<file path="config.mk">
export PLATFORM = sky130hd
export DESIGN_NAME = palette_mapper
export DESIGN_NICKNAME = d
export VERILOG_FILES = /design/src/rtl/palette_mapper.sv
export SDC_FILE = /design/constraint.sdc
export NUM_CORES = 1
export LEC_CHECK = 0
export CAP_MARGIN = 20
export CELL_PAD_IN_SITES_DETAIL_PLACEMENT = 0
export CELL_PAD_IN_SITES_GLOBAL_PLACEMENT = 1
export CORE_ASPECT_RATIO = 0.8
export CORE_MARGIN = 8
export CORE_UTILIZATION = 40
export CTS_BUF_LIST = sky130_fd_sc_hd__clkbuf_16
export DETAILED_ROUTE_END_ITERATION = 10
export HOLD_SLACK_MARGIN = 0.02
export PLACE_DENSITY = 0.92
export RECOVER_POWER = 100
export SLEW_MARGIN = 20
export SYNTH_ARGS = -nofsm -noshare
export SYNTH_HDL_FRONTEND = slang
export SYNTH_SLANG_ARGS = --single-unit
</file>
<file path="constraint.sdc">
create_clock -name clk -period 3.4 [get_ports clk]
set_clock_uncertainty 0.1 [all_clocks]
set_input_delay 0.68 -clock clk [delete_from_list [all_inputs] [get_ports clk]]
set_output_delay 0.68 -clock clk [all_outputs]
set_load 0.01 [all_outputs]
</file>
<file path="src/rtl/palette_mapper.sv">
// DMG palette mapper: resolves BG/OBJ colour indices to shades on a 2-stage valid/ready pipe.
// Define PAL_LINE_LATCH_EN to latch palettes once per scanline instead of per pixel.
module palette_mapper #(
  parameter int LINE_PIXELS = 160,
  parameter int X_W         = 8
) (
  input  logic           clk,
  input  logic           nreset,
  input  logic [7:0]     bgp_d,
  input  logic [7:0]     obp0_d,
  input  logic [7:0]     obp1_d,
  input  logic           bg_en,
  input  logic           obj_en,
  input  logic           line_start,
  input  logic           pix_valid,
  output logic           pix_ready,
  input  logic [1:0]     pix_bg_idx,
  input  logic [1:0]     pix_obj_idx,
  input  logic           pix_obj_pal,
  input  logic           pix_obj_prio,
  output logic           out_valid,
  input  logic           out_ready,
  output logic [1:0]     out_shade,
  output logic [X_W-1:0] out_x,
  output logic           line_done
);

  logic           advance;
  logic           s1_valid;
  logic [1:0]     s1_bg;
  logic [1:0]     s1_obj;
  logic           s1_pal;
  logic           s1_prio;
  logic           s1_bg_en;
  logic           s1_obj_en;
  logic [7:0]     s1_bgp;
  logic [7:0]     s1_obp0;
  logic [7:0]     s1_obp1;
  logic [7:0]     src_bgp;
  logic [7:0]     src_obp0;
  logic [7:0]     src_obp1;
  logic [1:0]     bg_eff;
  logic           opaque;
  logic           obj_wins;
  logic [7:0]     obj_pal;
  logic [1:0]     shade;
  logic [X_W-1:0] x_cnt;
  logic           x_last;
  logic           take_out;

`ifdef PAL_LINE_LATCH_EN
  logic [7:0] sh_bgp;
  logic [7:0] sh_obp0;
  logic [7:0] sh_obp1;

  always_ff @(posedge clk or negedge nreset) begin
    if (!nreset) begin
      sh_bgp  <= '0;
      sh_obp0 <= '0;
      sh_obp1 <= '0;
    end else if (line_start) begin
      sh_bgp  <= bgp_d;
      sh_obp0 <= obp0_d;
      sh_obp1 <= obp1_d;
    end
  end

  // First pixel of a line sees the palette being latched that same cycle
  assign src_bgp  = line_start ? bgp_d  : sh_bgp;
  assign src_obp0 = line_start ? obp0_d : sh_obp0;
  assign src_obp1 = line_start ? obp1_d : sh_obp1;
`else
  assign src_bgp  = bgp_d;
  assign src_obp0 = obp0_d;
  assign src_obp1 = obp1_d;
`endif

  assign advance   = !out_valid | out_ready;
  // A flush empties S1, so a pixel alongside line_start always enters
  assign pix_ready = line_start | !s1_valid | advance;

  always_ff @(posedge clk or negedge nreset) begin
    if (!nreset) begin
      s1_valid  <= 1'b0;
      s1_bg     <= '0;
      s1_obj    <= '0;
      s1_pal    <= 1'b0;
      s1_prio   <= 1'b0;
      s1_bg_en  <= 1'b0;
      s1_obj_en <= 1'b0;
      s1_bgp    <= '0;
      s1_obp0   <= '0;
      s1_obp1   <= '0;
    end else if (pix_ready) begin
      s1_valid <= pix_valid;
      if (pix_valid) begin
        s1_bg     <= pix_bg_idx;
        s1_obj    <= pix_obj_idx;
        s1_pal    <= pix_obj_pal;
        s1_prio   <= pix_obj_prio;
        s1_bg_en  <= bg_en;
        s1_obj_en <= obj_en;
        s1_bgp    <= src_bgp;
        s1_obp0   <= src_obp0;
        s1_obp1   <= src_obp1;
      end
    end
  end

  assign bg_eff   = s1_bg_en ? s1_bg : 2'd0;
  assign opaque   = s1_obj_en & (s1_obj != 2'd0);
  assign obj_wins = opaque & (!s1_prio | (bg_eff == 2'd0));
  assign obj_pal  = s1_pal ? s1_obp1 : s1_obp0;
  assign shade    = obj_wins ? obj_pal[{s1_obj, 1'b0} +: 2]
                             : s1_bgp[{bg_eff, 1'b0} +: 2];

  always_ff @(posedge clk or negedge nreset) begin
    if (!nreset) begin
      out_valid <= 1'b0;
      out_shade <= '0;
    end else if (line_start) begin
      out_valid <= 1'b0;
    end else if (advance) begin
      out_valid <= s1_valid;
      if (s1_valid) out_shade <= shade;
    end
  end

  assign take_out = out_valid & out_ready;
  assign x_last   = (x_cnt == X_W'(LINE_PIXELS - 1));

  always_ff @(posedge clk or negedge nreset) begin
    if (!nreset) begin
      x_cnt <= '0;
    end else if (line_start) begin
      x_cnt <= '0;
    end else if (take_out) begin
      x_cnt <= x_last ? '0 : x_cnt + 1'b1;
    end
  end

  assign out_x     = x_cnt;
  assign line_done = take_out & x_last & !line_start;

endmodule
</file>
==> metrics.log <==
INFO  metric outcome = finished with violations
INFO  metric cp.arrival = 2.26 ns
INFO  metric ctsLongestPathBuffers = 2
INFO  metric crit_path_end_kind = primary output
INFO  metric cts_max_level = 2
INFO  metric worstMarginPinSlew = ~2.3 ns
INFO  metric ys_ff_latch = 44
INFO  metric primary_flip_flop_cell_chosen_by_synthesis_mapping = sky130_fd_sc_hd__dfrtp_1
INFO  metric final-setup-viol-count = 0
INFO  metric grt_pass1_wl = 6775 um
INFO  metric p_leak = 1.145 nW
INFO  metric synth.largest_area_cell = sky130_fd_sc_hd__dfrtp_1
INFO  metric die_area = approximately 7500 um^2
INFO  metric timing.final.max_slew_violations = 45
INFO  metric layout_min_cycle_time = between 3 and 4 ns
INFO  metric cpPeakStageDelay = roughly 0.67 ns
INFO  metric grt_overflow_total = 0
INFO  metric post_cts_setup_bufs = 0
INFO  metric post_detailed_placement_half_perimeter_wirelength = approximately 3100 um
INFO  metric avgViaCountPerCell = a little over 5
INFO  metric placedCellCount = between 200 and 300
INFO  metric layout.cells.non_filler = 267
INFO  metric core_utilization_of_the_finished_layout = 54.84%
INFO  metric syn_to_final_growth = 35.24%
INFO  metric timing_hold_violations_final = 0
INFO  metric violations = capacitance limit, slew limit
INFO  metric cp.depth = 4
INFO  metric timing.critical_path.cells = dlygate4sd3_1 -> nor2b_1 -> nand2_1 -> dlygate4sd3_1
INFO  metric overall_routed_net_length = between 4000 and 5000 um
INFO  metric route.antenna.remaining_nets = 0
INFO  metric cp_common_cell = sky130_fd_sc_hd__dlygate4sd3_1
INFO  metric initial_utilization = 40.55%
INFO  metric ios = 50
INFO  metric post-synth-top-area-fraction = ~55%
INFO  metric crit_slowest_cell = sky130_fd_sc_hd__dlygate4sd3_1
INFO  metric std_cell_rows = 23
INFO  metric post_synth.cell_area_avg = 13.22 um^2
INFO  metric antenna_cells_inserted = 0
INFO  metric clkSinkCount = 44
INFO  metric grt_util_all_layers = around an eighth
INFO  metric vias = roughly 1,400
INFO  metric grt_antenna_before_repair = 0
INFO  metric largest_net_degree_at_the_start_of_global_routing = between 40 and 50
INFO  metric cts_tree = done
INFO  metric setup.worst_path.end = pix_ready
INFO  metric die_width = around 95 um
INFO  metric worstSetupStartpoint = line_start
INFO  metric async_sr_flop_fraction = between 90% and 100%
INFO  metric power_density = approximately 500 nW/um^2
INFO  metric worst-path-buf-inv = 2
INFO  metric final_min_period_over_clock_period = between 80 and 90%
INFO  metric clock_tree.root_cell = sky130_fd_sc_hd__clkbuf_16
INFO  metric critical_path.startpoint_type = primary input
INFO  metric achievable-frequency = 0.3288 GHz
INFO  metric grt_pass1_vias = approximately 1,400
INFO  metric mappedNetlistNets = 189
INFO  metric finish.net_count = ~240
INFO  metric gp_congestion = around 0.78
INFO  metric maxCapViolCount = 1
INFO  metric core_region_area = slightly below 5000 um^2
INFO  metric biggest_area_contributors_in_the_synthesized_netlist = sky130_fd_sc_hd__dfrtp_1, sky130_fd_sc_hd__mux2_2, sky130_fd_sc_hd__mux4_1
INFO  metric criticalPathCategory = primary input to primary output
INFO  metric drive_above_1_share = ~20%
INFO  metric power.ir.vdd_worst = around 0.33 mV
INFO  metric synth.lib_cells_used.distinct = 28
INFO  metric hold_path.class = flip-flop to flip-flop
INFO  metric ys_warn_count = 0
INFO  metric rr_endpoint = s1_obp1[3]
INFO  metric drcViolationCount = 0
INFO  metric synth_area = 1996 um^2
INFO  metric synthCells = between 150 and 200
INFO  metric clock_transition_at_path_regs = 0.06 ns
INFO  metric power = approximately 0.0013 W
INFO  metric rr_worst_depth = 5
INFO  metric drt_pre_antenna_iters = 4
INFO  metric rrSetupSlack = between 1 and 1.5 ns
INFO  metric initialDrtViolationCount = ~110
INFO  metric worst_skew_pair.late_latency = about 0.28 ns
INFO  metric post_synth_edffs = 0
INFO  metric fraction_of_the_yosys_area_taken_by_sequential_cells = 55.17%
INFO  metric number_of_buffers_created_by_cts = 5
INFO  metric path_delay_family = buffers and inverters
INFO  metric fp.dieH = about 79 um
INFO  metric maximum_fanout_along_the_worst_path = 10
INFO  metric setup_total_negative_slack = 0 ns
INFO  metric fillCellCount = between 400 and 500
INFO  metric post_cts.resized_instances = 0
INFO  metric hold_buffers = 0
INFO  metric critical_path.reg2reg.startpoint = out_valid
INFO  metric buffer_ports.inserted = 49
INFO  metric setup_repair_after_global_routing_missed_its_margin = false
INFO  metric route.detailed.wl_per_inst = approximately 16 um
INFO  metric required_time_of_the_critical_path = about 2.6 ns
INFO  metric timing.max_slew.rel_slack = -56.02%
-- metrics by stage --
stage          hold slack (ns)  setup WS (ns)  instance area [um^2]
2_1_floorplan           0.2844          1.165                  1996
3_3_place_gp            0.3703         0.5118                  2539
3_5_place_dp            0.3803         0.5042                  2539
4_1_cts                 0.3945         0.4047                  2703
5_1_grt                 0.4002         0.2740                  2699
6_report                0.3858         0.3585                  2699
-- cells in the final DEF, fill, tap and decap left out, types with 2 or more instances in the layout --
| cell | count |
|---|---|
| sky130_fd_sc_hd__nor3b_1 | 2 |
| sky130_fd_sc_hd__a222oi_1 | 2 |
| sky130_fd_sc_hd__a21oi_1 | 3 |
| sky130_fd_sc_hd__inv_1 | 6 |
| sky130_fd_sc_hd__nor2_1 | 10 |
| sky130_fd_sc_hd__clkdlybuf4s50_1 | 33 |
| sky130_fd_sc_hd__nand3_1 | 4 |
| sky130_fd_sc_hd__nor3_1 | 3 |
| sky130_fd_sc_hd__dlygate4sd3_1 | 15 |
| sky130_fd_sc_hd__mux2_2 | 33 |
| sky130_fd_sc_hd__o21ai_0 | 3 |
| sky130_fd_sc_hd__mux2i_1 | 4 |
| sky130_fd_sc_hd__mux4_1 | 4 |
| sky130_fd_sc_hd__nor2b_1 | 2 |
| sky130_fd_sc_hd__xnor2_1 | 5 |
| sky130_fd_sc_hd__clkbuf_16 | 5 |
| sky130_fd_sc_hd__nand2_1 | 11 |
| sky130_fd_sc_hd__dfrtp_1 | 44 |
| sky130_fd_sc_hd__nand2b_1 | 2 |
-- tightest hold or removal path: stages (launching register included) --
cell and delay, ns:
sky130_fd_sc_hd__dfrtp_1 0.34, sky130_fd_sc_hd__nand2_1 0.05, sky130_fd_sc_hd__o21ai_0 0.06
-- report_power, final --
group	internal, W	switching [W]	leakage (nW)	total [W]
registers	0.000575	0.0000351	0.534	0.000610
logic	0.000123	0.0000687	0.526	0.000192
clock network	0.000342	0.000183	0.0850	0.000525
-- worst min path at each step --
stage | startpoint | to | slack, ns | cells past startpoint
2_1_floorplan | nreset | out_shade[0] | 0.28 | 0
3_3_place_gp | out_shade[1] | out_shade[1] | 0.37 | 2
3_5_place_dp | s1_valid | out_valid | 0.38 | 2
4_1_cts | s1_valid | out_valid | 0.39 | 2
5_1_grt | s1_obj_en | s1_obj_en | 0.40 | 1
6_report | out_shade[0] | out_shade[0] | 0.39 | 2
-- layer usage --
metal	share of wire, %	global-route usage [%]	up-vias	wire length (um)
met5	0	0	-	0
met4	1.4	6.065	0	58
met3	3.4	2.731	5	141
met2	47	17.89	28	1989
met1	48	15.46	669	2006
li1	-	-	650	-
-- synth_stat cells (all sizes together), types with 2 or more instances --
library cell,number
a21oi,3
a222oi,2
and2,2
buf,4
dfrtp,44
inv,5
mux2,34
mux2i,4
mux4,4
nand2,11
nand2b,2
nand3,4
nor2,10
nor2b,2
nor3,3
nor3b,2
o21ai,3
xnor2,5
-- area by class of cell --
cell class / instances / area (um^2) / share of cell area (%)
clock inverter: 3 / 38.79 / 1.437
sequential: 44 / 1101 / 40.80
clock buffer: 5 / 125.1 / 4.636
timing repair buffer: 50 / 489.2 / 18.13
inverter: 5 / 18.77 / 0.6954
tap: 62 / 77.57 / 2.874
multi-input combinational: 98 / 848.3 / 31.43
-- flip-flops by register name, summed over array words and instances, names as in the netlist --
name       count
s1_pal         1
out_valid      1
s1_prio        1
s1_obj         2
s1_valid       1
out_shade      2
s1_bg          2
s1_obj_en      1
s1_obp1        8
s1_obp0        8
s1_bg_en       1
s1_bgp         8
out_x          8
-- cells by family (layout without fill, tap and decap cells) --
logic type	after synthesis	in the layout	share of synthesized area (%)
and+or+nand+nor	39	39	9.342
AOI/OAI and AO/OA	10	10	3.448
buffers and inverters	9	63	2.320
adders and majority gates	1	1	0.6269
xor gates and xnor gates	6	6	2.633
muxes	42	42	26.46
DFF	44	44	55.17
Note: power is estimated with default switching activity, not from simulation.
